### src/rtl/serial_adder.sv
// ----------------------------------------------------------------------------
// serial_adder
//
// Bit-serial adder. On an accepted start the operands and carry-in are
// latched, then one bit per clock (LSB first) is pushed through a single
// fulladder cell. The carry is held in a flip-flop between bit steps.
// After WIDTH bit steps the WIDTH-bit sum and the carry-out are
// registered, and done pulses for one cycle.
//
// Ports:
//   clk    in   1      system clock, rising edge
//   reset  in   1      asynchronous active-high reset
//   start  in   1      begin an addition (accepted in IDLE or DONE)
//   a      in   WIDTH  operand A, sampled on the accepting edge
//   b      in   WIDTH  operand B, sampled on the accepting edge
//   cin    in   1      carry-in for bit 0, sampled on the accepting edge
//   busy   out  1      high while bits are being processed
//   done   out  1      one-cycle pulse when sum/cout are valid
//   sum    out  WIDTH  registered result (a + b + cin) mod 2^WIDTH
//   cout   out  1      registered carry-out of bit WIDTH-1
//
// Also contains the fulladder cell used by the sequencer.
// ----------------------------------------------------------------------------

// Single-bit full adder cell: sum = x ^ y ^ cin, cout = majority(x, y, cin).
module fulladder (
  input  logic x,
  input  logic y,
  input  logic cin,
  output logic sum,
  output logic cout
);
  assign sum  = x ^ y ^ cin;
  assign cout = (x & y) | (cin & (x ^ y));
endmodule

module serial_adder #(
  parameter int WIDTH = 8
) (
  input  logic             clk,
  input  logic             reset,
  input  logic             start,
  input  logic [WIDTH-1:0] a,
  input  logic [WIDTH-1:0] b,
  input  logic             cin,
  output logic             busy,
  output logic             done,
  output logic [WIDTH-1:0] sum,
  output logic             cout
);

  localparam int CW = $clog2(WIDTH);
  localparam logic [CW-1:0] LAST = CW'(WIDTH - 1);

  typedef enum logic [1:0] {
    IDLE  = 2'b00,
    SHIFT = 2'b01,
    DONE  = 2'b10
  } state_t;

  state_t           state_q;
  logic [WIDTH-1:0] a_sh_q;
  logic [WIDTH-1:0] b_sh_q;
  logic [WIDTH-1:0] s_sh_q;
  logic [WIDTH-1:0] s_sh_d;
  logic             carry_q;
  logic [CW-1:0]    count_q;
  logic [WIDTH-1:0] sum_q;
  logic             cout_q;
  logic             busy_q;
  logic             done_q;

  logic fa_sum;
  logic fa_cout;

  fulladder fa (
    .x    (a_sh_q[0]),
    .y    (b_sh_q[0]),
    .cin  (carry_q),
    .sum  (fa_sum),
    .cout (fa_cout)
  );

  // New sum bit enters at the MSB; after WIDTH steps bit 0 has reached the LSB.
  assign s_sh_d = {fa_sum, s_sh_q[WIDTH-1:1]};

  always_ff @(posedge clk or posedge reset) begin
    if (reset) begin
      state_q <= IDLE;
      a_sh_q  <= '0;
      b_sh_q  <= '0;
      s_sh_q  <= '0;
      carry_q <= 1'b0;
      count_q <= '0;
      sum_q   <= '0;
      cout_q  <= 1'b0;
      busy_q  <= 1'b0;
      done_q  <= 1'b0;
    end else begin
      case (state_q)
        IDLE: begin
          done_q <= 1'b0;
          if (start) begin
            a_sh_q  <= a;
            b_sh_q  <= b;
            carry_q <= cin;
            count_q <= '0;
            busy_q  <= 1'b1;
            state_q <= SHIFT;
          end else begin
            busy_q  <= 1'b0;
          end
        end

        // start is deliberately not looked at here.
        SHIFT: begin
          a_sh_q  <= a_sh_q >> 1;
          b_sh_q  <= b_sh_q >> 1;
          s_sh_q  <= s_sh_d;
          carry_q <= fa_cout;
          count_q <= count_q + 1'b1;
          if (count_q == LAST) begin
            sum_q   <= s_sh_d;
            cout_q  <= fa_cout;
            busy_q  <= 1'b0;
            done_q  <= 1'b1;
            state_q <= DONE;
          end
        end

        // Accepting start here gives back-to-back operation every WIDTH+1 cycles.
        DONE: begin
          done_q <= 1'b0;
          if (start) begin
            a_sh_q  <= a;
            b_sh_q  <= b;
            carry_q <= cin;
            count_q <= '0;
            busy_q  <= 1'b1;
            state_q <= SHIFT;
          end else begin
            busy_q  <= 1'b0;
            state_q <= IDLE;
          end
        end

        default: begin
          busy_q  <= 1'b0;
          done_q  <= 1'b0;
          state_q <= IDLE;
        end
      endcase
    end
  end

  assign busy = busy_q;
  assign done = done_q;
  assign sum  = sum_q;
  assign cout = cout_q;

endmodule

### config.mk
export PLATFORM = sky130hd
export DESIGN_NAME = serial_adder
export DESIGN_NICKNAME = d
export VERILOG_FILES = /design/src/rtl/serial_adder.sv
export SDC_FILE = /design/constraint.sdc
export NUM_CORES = 1
export LEC_CHECK = 0
export CORE_MARGIN = 4
export CORE_UTILIZATION = 30
export DETAILED_ROUTE_END_ITERATION = 12
export MAX_ROUTING_LAYER = met4
export SLEW_MARGIN = 10
export SYNTH_ARGS = -nofsm -noshare
export SYNTH_HDL_FRONTEND = slang
export SYNTH_HIERARCHICAL = 1
export SYNTH_SLANG_ARGS = --single-unit
### constraint.sdc
create_clock -name clk -period 1.8 [get_ports clk]
set_input_delay 0.36 -clock clk [delete_from_list [all_inputs] [get_ports clk]]
set_output_delay 0.36 -clock clk [all_outputs]
set_load 0.01 [all_outputs]
==> results.yml <==
worst_setup_path:
  cp-start-kind: "flop"
  critical_path_depth: 1
  r2r_cells: 4
  critPathCapture: "cout"
  required_time_of_the_critical_path_ns: 1.44
  timing.critical_path.to_type: "primary output"
  cp_cell_sequence: "clkdlybuf4s50_1"
  cp_slowest_cell: "sky130_fd_sc_hd__clkdlybuf4s50_1"
  cp_buf_inv_count: 1
  cp_top_family: "buffers and inverters"
  slowest_stage_delay_on_critical_path_ns: 0.55
  rrSetupSlack_ns: 0.32
  path_max_fanout: 2
  worstPathArrival_ns: 1.20
  critPathKind: "flop to primary output"
  rr_startpoint: "count_q[0]$_DFFE_PP0P_"
  cp-startpoint: "cout$_DFFE_PP0P_"
  worstReg2RegEnd: "sum[6]$_DFFE_PP0P_"
timing:
  finalHoldViolCount: 0
  whs_ns: 0.4219
  max_freq_mhz: 640.9
  rsz0062_at_grt: "false"
  clock_skew_ns: 0.003186
  final.min_clock_period_ns: 1.560
  timing_max_transition_violations_final: 0
  max_slew.worst_pin.slew_ns: 0.4725
  max-slew-margin-rel_pct: 68.50
  min_period_over_period_pct: 86.69
  setup_viol: 0
  fin_ws_ns: 0.2397
  finalSetupTns_ns: 0
die:
  die-height_um: 86.22
  floorplan.die.width_um: 86.22
  core.rowCount: 28
  start_util_pct: 31.00
  die-area_um2: 7434
  pin_count: 31
  design.core.area_um2: 5921
synthesis:
  synth-edff-count: 0
  parity_gate_share_of_the_synthesized_area_counting_xor_and_xnor_cells_pct: 0.4772
  synth_top_family_by_area: "compound AO/OA/AOI/OAI gates"
  synth-async-reset-ratio_pct: 100.0
  synth_area_um2: 1836
  synth_nets: 178
  synth_cells: 155
  synth.lib_cells_used.distinct: 29
  post_synth_fa_ha_maj_area_fraction_pct: 2.454
  ys_ff_latch: 40
  ys.flop_type: "sky130_fd_sc_hd__dfrtp_1"
  synthesis.yosys.warnings: 6
  synth_largest_area_cell: "sky130_fd_sc_hd__dfrtp_1"
  synth_compound_gate_area_share_pct: 13.77
  synth_top_cell_area_share_pct: 54.53
  multiplexer_share_of_the_synthesized_area_pct: 11.32
  synthesis.area_per_instance_um2: 11.84
  sequential_share_of_the_synthesized_area_pct: 54.53
  biggest_area_contributors_in_the_synthesized_netlist: "sky130_fd_sc_hd__dfrtp_1, sky130_fd_sc_hd__mux2_4, sky130_fd_sc_hd__a21oi_2"
  post_synth_and_or_nand_nor_area_fraction_pct: 11.38
cells_and_area:
  antenna_cells: 0
  layout_common_cells: "sky130_fd_sc_hd__dfrtp_1, sky130_fd_sc_hd__clkdlybuf4s50_1, sky130_fd_sc_hd__nand2_1"
  drive_gt1_share_pct: 21.35
  fillCellCount: 567
  syn2layout_area_growth_pct: 27.06
  layout_commonest_cell: "sky130_fd_sc_hd__dfrtp_1"
  nNetsFinal: 214
placed_design:
  gp_routability_congestion: 0.7333
  portBuffers: 30
  hpwlAfterDp_mm: 2.313
  place_ws_ns: 0.1154
clocking:
  tritoncts: "done"
  clk_path_buf_depth: 2
  post_cts.repair.setup_buffers: 0
  clk_transition_reported_paths_ns: 0.08
  htree_num_levels: 2
  tritoncts.num_buffers: 5
  numClockSinks: 40
  clk-insertion-delay-late_ns: 0.29
  post_cts_resize_count: 0
  cts-root-buf: "sky130_fd_sc_hd__clkbuf_8"
  cts_hold_buffers: 0
pwr:
  worst_ir_drop_vdd_mv: 0.6109
  cellLeakagePower_nw: 1.098
  p_per_area_nw_per_um2: 1667
  power.total_mw: 3.888
grt:
  grt_first_pass_wirelength_mm: 5.740
  groute.usage.overall_pct: 10.13
  grt_remaining_overflow: 0
  number_of_global_route_vias_before_repair: 1229
  antenna_found_initial: 0
  maximum_number_of_pins_on_one_net_before_global_route_repair: 41
routing:
  detail-route-antenna-nets: 0
  avgViaCountPerCell: 4.442
  route.final.wire_length_mm: 3.227
  firstDrtPassIters: 4
  dr.first_iter.drc_count: 75
  drc: 0
  detailroute.via_count: 1186
  drt-wirelength-per-cell_um: 12.09
worst_hold_path:
  hold_class: "input pin to async pin"
run_status:
  run_status: "finished, final reports clean"
flow_run:
  max_cap_violations: 0
==> cell usage after synthesis (3+ instances only) <==
master / n
sky130_fd_sc_hd__mux2_4: 9
sky130_fd_sc_hd__a21oi_1: 3
sky130_fd_sc_hd__dfrtp_1: 40
sky130_fd_sc_hd__o21ai_0: 4
sky130_fd_sc_hd__o22ai_1: 10
sky130_fd_sc_hd__a21oi_2: 10
sky130_fd_sc_hd__a211oi_1: 3
sky130_fd_sc_hd__inv_1: 13
sky130_fd_sc_hd__nor2b_1: 3
sky130_fd_sc_hd__nor2_1: 3
sky130_fd_sc_hd__mux2i_1: 5
sky130_fd_sc_hd__buf_2: 5
sky130_fd_sc_hd__buf_6: 3
sky130_fd_sc_hd__nand2_1: 22
==> per-layer routing <==
metal | global-route usage (%) | up-vias | part of all wire (%)
li1 | - | 596 | -
met1 | 13.43 | 557 | 49
met2 | 14.79 | 28 | 44
met3 | 2.852 | 5 | 5.9
met4 | 3.824 | 0 | 1.3
met5 | - | - | 0
==> final cells by class <==
| class | count | area, um^2 | share of cell area, % |
|---|---|---|---|
| multi-input cells | 93 | 723.2 | 31.01 |
| clock inverters | 2 | 10.01 | 0.4292 |
| repair buffers | 38 | 372.9 | 15.99 |
| clock buffers | 6 | 82.58 | 3.541 |
| flip-flops and latches | 40 | 1001 | 42.92 |
| well taps | 75 | 93.84 | 4.024 |
| inverters | 13 | 48.80 | 2.092 |
==> registers in the layout (all words and copies together), names as in the netlist, 2 cells and up <==
signal   count
a_sh_q       8
b_sh_q       8
count_q      3
s_sh_q       7
state_q      2
sum          8
==> how the worst min path moves through the flow <==
stage	end	slack, ns	cells after the start
2_1_floorplan	s_sh_q[1]$_DFFE_PP0P_	0.45	2
4_1_cts	sum[3]$_DFFE_PP0P_	0.43	3
3_5_place_dp	s_sh_q[1]$_DFFE_PP0P_	0.48	2
5_1_grt	sum[3]$_DFFE_PP0P_	0.45	3
6_report	sum[3]$_DFFE_PP0P_	0.42	3
3_3_place_gp	s_sh_q[1]$_DFFE_PP0P_	0.46	2
==> per-stage QoR <==
| step | util, % | cell area, um^2 | cells |
|---|---|---|---|
| 6_report | 39.39 | 2332 | 267 |
| 5_1_grt | 39.39 | 2332 | 267 |
| 4_1_cts | 39.39 | 2332 | 267 |
| 3_5_place_dp | 37.83 | 2240 | 259 |
| 3_3_place_gp | 37.83 | 2240 | 259 |
| 2_1_floorplan | - | 1836 | 155 |
==> power by group <==
part           internal (mW)  switching (mW)
clock network          0.306           0.302
logic                  0.925           0.749
registers               1.32           0.290
==> logic make-up after synthesis <==
family,count (synthesis)
muxes,16
adders and majority gates,3
DFF,40
AOI/OAI and AO/OA,35
buffers and inverters,22
and+or+nand+nor,38
xor gates and xnor gates,1
No activity file was read; power rests on OpenSTA's default activity.
